<file path="src/rtl/lsu_if.sv">
// Word-wide data-memory bus between the load/store unit and data memory.
// The request side is registered by the LSU; the memory returns one ack per request.
interface lsu_if;
    logic        mem_req;
    logic        mem_we;
    logic [31:0] mem_addr;
    logic [3:0]  mem_be;
    logic [31:0] mem_wdata;
    logic [31:0] mem_rdata;
    logic        mem_ack;

    modport master (
        output mem_req, mem_we, mem_addr, mem_be, mem_wdata,
        input  mem_rdata, mem_ack
    );

    modport slave (
        input  mem_req, mem_we, mem_addr, mem_be, mem_wdata,
        output mem_rdata, mem_ack
    );
endinterface

</file>
<file path="src/rtl/lsu.sv">
// Load/store unit: turns an ALU effective address plus funct3 into one word-bus
// transaction, stalls the core through busy, and returns an extended load value.
module lsu #(
    parameter int unsigned TIMEOUT = 255
) (
    input  logic        clk,
    input  logic        reset,
    input  logic        req_valid,
    input  logic        req_we,
    input  logic [2:0]  funct3,
    input  logic [31:0] addr,
    input  logic [31:0] wdata,
    output logic        busy,
    output logic        done,
    output logic [31:0] rdata,
    output logic        misaligned,
    output logic        bus_err,
    lsu_if.master       mem
);

    typedef enum logic [1:0] {ST_IDLE, ST_WAIT, ST_RESP} state_t;
    typedef enum logic [1:0] {SZ_B, SZ_H, SZ_W} size_t;

    localparam int CW = (TIMEOUT > 1) ? $clog2(TIMEOUT) : 1;
    localparam logic [CW-1:0] CNT_LAST = CW'(TIMEOUT - 1);

    state_t state, state_next;

    // Latched request and bus-side registers
    logic          req_q;
    logic          we_q;
    logic [31:0]   addr_q;
    logic [3:0]    be_q;
    logic [31:0]   wdata_q;
    size_t         size_q;
    logic          uns_q;
    logic [1:0]    off_q;
    logic [CW-1:0] cnt;

    // Response registers, only visible while done is high
    logic [31:0]   rdata_q;
    logic          mis_q;
    logic          err_q;

    // Decoded request and FSM strobes
    size_t         req_size;
    logic          req_mis;
    logic [3:0]    req_be;
    logic [31:0]   req_wdata;
    logic [31:0]   lane;
    logic [31:0]   load_value;
    logic          timer_last;
    logic          start;
    logic          reject;
    logic          ack_hit;
    logic          expire;

    // Illegal size encodings fall through to word.
    always_comb begin
        // NOTE: every combinationally driven signal gets a default first so no path infers a latch.
        req_size  = SZ_W;
        req_be    = 4'b1111;
        req_wdata = wdata;
        unique case (funct3[1:0])
            2'b00: begin
                req_size  = SZ_B;
                req_be    = 4'b0001 << addr[1:0];
                req_wdata = {4{wdata[7:0]}};
            end
            2'b01: begin
                req_size  = SZ_H;
                req_be    = 4'b0011 << {addr[1], 1'b0};
                req_wdata = {2{wdata[15:0]}};
            end
            default: begin
                req_size  = SZ_W;
                req_be    = 4'b1111;
                req_wdata = wdata;
            end
        endcase
        req_mis = ((req_size == SZ_H) && addr[0]) ||
                  ((req_size == SZ_W) && (addr[1:0] != 2'b00));
    end

    always_comb begin
        lane       = mem.mem_rdata >> {off_q, 3'b000};
        load_value = mem.mem_rdata;
        unique case (size_q)
            SZ_B:    load_value = uns_q ? {24'b0, lane[7:0]}  : {{24{lane[7]}}, lane[7:0]};
            SZ_H:    load_value = uns_q ? {16'b0, lane[15:0]} : {{16{lane[15]}}, lane[15:0]};
            default: load_value = mem.mem_rdata;
        endcase
    end

    assign timer_last = (TIMEOUT != 0) && (cnt == CNT_LAST);

    always_ff @(posedge clk) begin
        if (reset) begin
            state <= ST_IDLE;
        end else begin
            state <= state_next;
        end
    end

    // An ack in the same cycle as the last timeout count completes normally.
    always_comb begin
        state_next = state;
        busy       = 1'b0;
        start      = 1'b0;
        reject     = 1'b0;
        ack_hit    = 1'b0;
        expire     = 1'b0;
        unique case (state)
            ST_IDLE: begin
                if (req_valid) begin
                    busy = 1'b1;
                    if (req_mis) begin
                        reject     = 1'b1;
                        state_next = ST_RESP;
                    end else begin
                        start      = 1'b1;
                        state_next = ST_WAIT;
                    end
                end
            end
            ST_WAIT: begin
                busy = 1'b1;
                if (mem.mem_ack) begin
                    ack_hit    = 1'b1;
                    state_next = ST_RESP;
                end else if (timer_last) begin
                    expire     = 1'b1;
                    state_next = ST_RESP;
                end
            end
            ST_RESP: state_next = ST_IDLE;
            default: state_next = ST_IDLE;
        endcase
    end

    always_ff @(posedge clk) begin
        if (reset) begin
            // NOTE: sequential state uses non-blocking assignments so every register samples pre-edge values.
            req_q   <= 1'b0;
            we_q    <= 1'b0;
            addr_q  <= '0;
            be_q    <= '0;
            wdata_q <= '0;
            size_q  <= SZ_B;
            uns_q   <= 1'b0;
            off_q   <= '0;
            cnt     <= '0;
            rdata_q <= '0;
            mis_q   <= 1'b0;
            err_q   <= 1'b0;
        end else begin
            if (start) begin
                req_q   <= 1'b1;
                we_q    <= req_we;
                addr_q  <= {addr[31:2], 2'b00};
                be_q    <= req_be;
                wdata_q <= req_wdata;
                size_q  <= req_size;
                uns_q   <= funct3[2];
                off_q   <= addr[1:0];
                cnt     <= '0;
            end else if (ack_hit || expire) begin
                req_q   <= 1'b0;
            end else if (state == ST_WAIT) begin
                cnt     <= cnt + 1'b1;
            end

            if (reject) begin
                rdata_q <= '0;
                mis_q   <= 1'b1;
                err_q   <= 1'b0;
            end else if (ack_hit) begin
                rdata_q <= we_q ? 32'h0 : load_value;
                mis_q   <= 1'b0;
                err_q   <= 1'b0;
            end else if (expire) begin
                rdata_q <= '0;
                mis_q   <= 1'b0;
                err_q   <= 1'b1;
            end
        end
    end

    assign done       = (state == ST_RESP);
    assign rdata      = done ? rdata_q : 32'h0;
    assign misaligned = done & mis_q;
    assign bus_err    = done & err_q;

    assign mem.mem_req   = req_q;
    assign mem.mem_we    = we_q;
    assign mem.mem_addr  = addr_q;
    assign mem.mem_be    = be_q;
    assign mem.mem_wdata = wdata_q;

endmodule

</file>
<file path="src/flat_wrapper.sv">
// flat-port wrapper written by rule: the top's interface ports become plain ports
module lsu_flat 
#(
    parameter int unsigned TIMEOUT = 255
)
  (clk, reset, req_valid, req_we, funct3, addr, wdata, busy, done, rdata, misaligned, bus_err, mem_mem_req, mem_mem_we, mem_mem_addr, mem_mem_be, mem_mem_wdata, mem_mem_rdata, mem_mem_ack);
  lsu_if mem_i ();
  input  logic clk;
  input  logic reset;
  input  logic req_valid;
  input  logic req_we;
  input  logic [2:0] funct3;
  input  logic [31:0] addr;
  input  logic [31:0] wdata;
  output logic busy;
  output logic done;
  output logic [31:0] rdata;
  output logic misaligned;
  output logic bus_err;
  output wire logic [$bits(mem_i.mem_req)-1:0] mem_mem_req;
  output wire logic [$bits(mem_i.mem_we)-1:0] mem_mem_we;
  output wire logic [$bits(mem_i.mem_addr)-1:0] mem_mem_addr;
  output wire logic [$bits(mem_i.mem_be)-1:0] mem_mem_be;
  output wire logic [$bits(mem_i.mem_wdata)-1:0] mem_mem_wdata;
  input wire logic [$bits(mem_i.mem_rdata)-1:0] mem_mem_rdata;
  input wire logic [$bits(mem_i.mem_ack)-1:0] mem_mem_ack;
  assign mem_mem_req = mem_i.mem_req;
  assign mem_mem_we = mem_i.mem_we;
  assign mem_mem_addr = mem_i.mem_addr;
  assign mem_mem_be = mem_i.mem_be;
  assign mem_mem_wdata = mem_i.mem_wdata;
  assign mem_i.mem_rdata = mem_mem_rdata;
  assign mem_i.mem_ack = mem_mem_ack;
  lsu #(.TIMEOUT(TIMEOUT)) u_core (.clk(clk), .reset(reset), .req_valid(req_valid), .req_we(req_we), .funct3(funct3), .addr(addr), .wdata(wdata), .busy(busy), .done(done), .rdata(rdata), .misaligned(misaligned), .bus_err(bus_err), .mem(mem_i));
endmodule
</file>
<file path="config.mk">
export PLATFORM = sky130hd
export DESIGN_NAME = lsu_flat
export DESIGN_NICKNAME = d
export VERILOG_FILES = /design/src/rtl/lsu_if.sv /design/src/rtl/lsu.sv /design/src/flat_wrapper.sv
export SDC_FILE = /design/constraint.sdc
export NUM_CORES = 1
export LEC_CHECK = 0
export CAP_MARGIN = 20
export CORE_MARGIN = 2
export CORE_UTILIZATION = 40
export CTS_CLUSTER_DIAMETER = 120
export DETAILED_ROUTE_END_ITERATION = 8
export PLACE_DENSITY_LB_ADDON = 0.08
export SYNTH_ARGS = -nofsm -noshare
export SYNTH_HDL_FRONTEND = slang
export SYNTH_SLANG_ARGS = --single-unit
</file>
<file path="constraint.sdc">
create_clock -name clk -period 3 [get_ports clk]
set_input_delay 0.6 -clock clk [delete_from_list [all_inputs] [get_ports clk]]
set_output_delay 0.6 -clock clk [all_outputs]
set_load 0.02 [all_outputs]
</file>
---- Word level (Yosys, flattened, before mapping) ----
Cells that the tools add are included.
operators by class
  add/sub/neg operators ................... 1
  equality and inequality tests ........... 9
  shift-type cells ........................ 3
  mux-type cells .......................... 33
  bitwise gates (word level) .............. 3
  reductions and logical operators ........ 16
operators by type and width
  kind                 count
  $mux 32              6
  $pmux 32 s2          2
  $shr 32x5->16        1
  $mux 1               17
  $add 8x1->8 const B  1
  $eq 2x1->1 const B   4
  $eq 8x8->1 const B   1
  $mux 2               4
  $pmux 2 s2           2
  $pmux 4 s2           1
  $logic_not 2->1      3
  $reduce_bool 2->1    3
  $eq 2x2->1 const B   2
  $reduce_and 2->1     2
  $reduce_or 2->1      2
  $shl 1x2->4 const A  1
  $shl 2x2->4 const A  1
  $ne 3x2->1 const B   1
  $reduce_bool 3->1    1
  $reduce_or 3->1      1
  $and 1x1->1          2
  $logic_and 1x1->1    2
  $logic_or 1x1->1     2
  $ne 2x2->1 const B   1
  2 further kinds      2
word-level totals
  register bits after elaboration ......... 117
  input port bits ......................... 104
  output and inout bits ................... 106

---- Logic depth before layout (Yosys ltp) ----
Gate-level depths: netlist of the first run.
  word-level depth ........................ 9
  mapped depth ............................ 9
  depth with buffers taken out ............ 6

---- Least setup slack after synthesis of the first run ----
No wires, ideal clock.
  kind .................................... input -> register
  start ................................... in funct3[1]
  end ..................................... reg u_core.rdata_q[30]
  arrival time ............................ 1.918 ns
  path slack .............................. 0.961 ns
  stages .................................. 9
  path buffers ............................ 5
  path through ............................ buf_4 > or2_1 > buf_4 > a31o_1 > buf_6 > o21ba_4 > buf_6 > buf_6 > a221o_1
on the way
  word-level cells in the longest chain between the ends .. 9
RTL lines
  element                                        line                  RTL
  from (decl)                                    flat_wrapper.sv:12    input logic [2:0] funct3;
  $eq 2x1->1 or $logic_not 2->1 (tied branches)  lsu.sv:64             unique case (funct3[1:0])
  $pmux 2 s2 *                                   lsu.sv:64
  $eq 2x1->1 or $eq 2x2->1 (tied branches)       lsu.sv:81, lsu.sv:82
  $logic_and 1x1->1 (on tied branches)           lsu.sv:81, lsu.sv:82
  $logic_or 1x1->1 *                             lsu.sv:81             req_mis = ((req_size == SZ_H) && addr[0]) ||
  $mux 1 *                                       lsu.sv:117            if (req_mis) begin
  $mux 1 *                                       lsu.sv:115            if (req_valid) begin
  $mux 1 *                                       lsu.sv:113            unique case (state)
  $reduce_or 2->1 (no line) *                    n/a
  to (signal assigned)                           lsu.sv:178            rdata_q <= we_q ? 32'h0 : load_value;
  to (decl)                                      lsu.sv:41             logic [31:0] rdata_q;
Every way passes the cells marked *; elsewhere a longest branch is shown, timed or not.
A chain may end at the register's enable or synchronous reset.

---- Worst setup path in the final report of the first run ----
  start ................................... reg u_core.state[1]
  end ..................................... out rdata[7]
on the way
  word-level cells in the longest chain between the ends .. 2
RTL lines
  element                 line                RTL
  from (decl)             lsu.sv:27           state_t state, state_next;
  from (signal assigned)  lsu.sv:101          state <= state_next;
  $eq 2x2->1              lsu.sv:189          assign done = (state == ST_RESP);
  $mux 32                 lsu.sv:190          assign rdata = done ? rdata_q : 32'h0;
  to (decl)               flat_wrapper.sv:17  output logic [31:0] rdata;
No other way between the ends.

==> flow_summary.yaml, run 1 <==
placed_design:
  dp_cells: 983
  io_buffers: 207
  gp_congestion: 0.825
  dp_hpwl_um: 11500
  preCtsSetupSlack_ns: 0.364
floorplan:
  row_count: 42
  core_um2: 13200
  fp.dieArea_um2: 14400
  pin_count: 210
  die_w_um: 120
  die-height_um: 120
  start_util_pct: 40.9
setup_path:
  rr_worst_depth: 5
  worstPathArrival_ns: 2.12
  endpoint_kind: "output port"
  cp_max_fo: 35
  critPathRequiredTime_ns: 2.40
  critical_path_class: "reg -> out"
  start_kind: "flop"
yosys:
  synth_top_cell_area_share_pct: 43.4
  async_flop_share_pct: 0
  syn-cell-area_um2: 5390
  synth_common_cells: "nand2_1 (123), dfxtp_1 (117), a21oi_1 (75)"
  synth_top_cell_by_area: "dfxtp_1"
  synthTopCellsByArea: "dfxtp_1 (43%), nand2_1 (8.6%), a21oi_1 (7.0%)"
  seq_area_frac_synth_pct: 43.4
  synth.most_common_cell: "nand2_1"
  ys_ff_latch: 117
  synth_edf_count: 0
  synth_cells: 643
  avgSynthCellArea_um2: 8.38
  synth_flop_cell: "dfxtp_1"
  yosysWarnings: 0
  yosys.cell_types.count: 57
global_routing:
  grt_pass1_wl_um: 25900
  overflow: 0
  gr-usage-all-layers_pct: 22.7
  grt_max_degree: 63
  grt_pass1_vias: 5217
  grt_antenna_before_repair: 0
final_layout:
  fin_util_pct: 62.1
  drive_gt1_share_pct: 6.80
  final_nets: 932
  instances_no_fill: 1014
  area_growth_syn_to_layout_pct: 52.0
  antenna-diode-count: 0
pwr:
  ir_drop_uv: 391
  power.density_nw_per_um2: 561
  leakagePower_nw: 2.98
min_path:
  hp-class: "reg -> reg"
  holdPathStages: 2
cts:
  clockBufferDepth: 2
  numCtsBuffers: 17
  clk_pin_slew_ns: 0.05
  clockRootBuffer: "clkbuf_16"
  postCtsHoldBufs: 0
  cts_sinks: 117
  worstSkewPairLatency_ns: 0.41
  postCtsSetupRepairBufs: 0
  cts.repair.resized: 0
  htree_levels: 4
  cts_tree: "built"
timing:
  setup_viol_count_final: 0
  setup_tns_ns: 0
  final.period_utilization_pct: 90.6
  fmax_mhz: 368
  slew_headroom_pct: 56.7
  tightest_slew_ns: 0.649
  holdWs_ns: 0.452
  slew_violations: 0
  period_minus_slack_ns: 2.72
  fin_ws_ns: 0.281
  hold_viol: 0
  rsz0062_at_grt: "false"
  fin_skew_ns: 0.00875
routing:
  vias: 5312
  drt_iter0_markers: 364
  post_drt_via_cell_ratio: 5.24
  wirelength_um: 16200
  drt_pass1_iterations: 5
  drc: 0
  postRouteAntennaNets: 0
  avgRoutedWirePerCell_um: 16.0
flow_run:
  maxCapViolCount: 0
status:
  outcome: "finished clean"
layout make-up:
type	count	area [µm²]
clock buffer	24	522
clock inverter	7	116
fill	1156	4990
inverter	11	41.3
multi-input combinational	458	2750
sequential	117	2340
tap	176	220
timing repair buffer	221	2210
cell families (layout without fill, tap and decap cells):
group / after synthesis / in the layout / synth area share [%]
buffers and inverters: 69 / 263 / 6.17
XOR/XNOR: 4 / 4 / 0.650
flip-flops: 117 / 117 / 43.4
adder cells (fa/ha/maj): 2 / 2 / 0.464
multiplexers: 20 / 20 / 3.95
AO/OA/AOI/OAI: 186 / 186 / 23.6
other: 1 / 2 / 0.0696
AND/OR/NAND/NOR: 244 / 244 / 21.7
worst max-delay path: stages, from the launching register on:
cell             delay (ns)
dfxtp_1                0.44
nor2b_2                0.18
buf_4                  0.27
and2_1                 0.20
clkdlybuf4s50_1        0.62
metrics by stage:
stage | total power, mW | cell area, µm²
3_5_place_dp | 2.48 | 7560
2_1_floorplan | 2.11 | 5400
3_3_place_gp | 2.46 | 7560
4_1_cts | 4.64 | 8200
5_1_grt | 4.78 | 8200
6_report | 4.60 | 8200
path summary, 6_finish.rpt:
kind / start / to / slack [ns]
hold / removal: u_core.mem.mem_addr[16] / u_core.mem.mem_addr[16] / 0.45
setup reg to reg: u_core.off_q[0] / u_core.rdata_q[16] / 0.96
setup / recovery: u_core.state[1] / rdata[7] / 0.28
hold reg to reg: u_core.mem.mem_addr[16] / u_core.mem.mem_addr[16] / 0.45
power by group:
part / internal, mW / switching (mW)
logic: 0.365 / 0.391
clock network: 1.45 / 0.700
registers: 1.64 / 0.0526
total: 3.46 / 1.14
sequential cells by signal, summed over array words and instances, names as in the netlist:
name                  cells
u_core.cnt                8
u_core.err_q              1
u_core.mem.mem_addr      30
u_core.mem.mem_be         4
u_core.mem.mem_req        1
u_core.mem.mem_wdata     32
u_core.mem.mem_we         1
u_core.mis_q              1
u_core.off_q              2
u_core.rdata_q           32
u_core.size_q             2
u_core.state              2
u_core.uns_q              1
metal layers:
metal  up-vias  wire length [µm]  share of wire, %  global-route usage (%)
met3        29              1350               8.3                    8.22
met5         -                 0                 0                       0
li1       2628                 -                 -                       -
met4         0               329               2.0                    9.04
met1      2466              7060                43                    28.1
met2       189              7510                46                    35.8
cells in the final DEF (no fill, tap or decap), types with 2 or more instances in the layout:
master / synthesis / final
inv_1: 10 / 10
o21ai_0: 14 / 13
nor4bb_1: 2 / 2
o2bb2ai_1: 8 / 8
mux2i_1: 19 / 19
o31ai_1: 2 / 2
ha_1: 2 / 2
clkinv_2: 0 / 2
clkbuf_8: 0 / 7
bufinv_16: 0 / 3
xor2_1: 3 / 3
clkdlybuf4s50_1: 0 / 206
nand3_1: 10 / 10
conb_1: 1 / 2
and2_1: 35 / 35
o2111ai_1: 6 / 6
o211ai_1: 16 / 16
buf_12: 0 / 3
or4_1: 2 / 2
a211oi_1: 20 / 20
a221oi_1: 7 / 7
nand2b_1: 24 / 24
a21oi_1: 75 / 75
dfxtp_1: 117 / 117
clkbuf_16: 0 / 17
a311oi_1: 10 / 10
nor2_1: 31 / 31
nor3b_1: 2 / 2
nand2_1: 123 / 123
a221o_1: 17 / 17
buf_4: 5 / 11
No activity file was read; power rests on OpenSTA's default activity.
==> run 2, diff against run 1 <==
--- a/config.mk
+++ b/config.mk
@@ -9,8 +9,10 @@
 export CORE_MARGIN = 2
 export CORE_UTILIZATION = 40
 export CTS_CLUSTER_DIAMETER = 120
+export CTS_CLUSTER_SIZE = 20
 export DETAILED_ROUTE_END_ITERATION = 8
 export PLACE_DENSITY_LB_ADDON = 0.08
+export SLEW_MARGIN = 10
 export SYNTH_ARGS = -nofsm -noshare
 export SYNTH_HDL_FRONTEND = slang
 export SYNTH_SLANG_ARGS = --single-unit
==> results of run 2 <==
Final layout, timing and power as in run 1 (identical DEF).
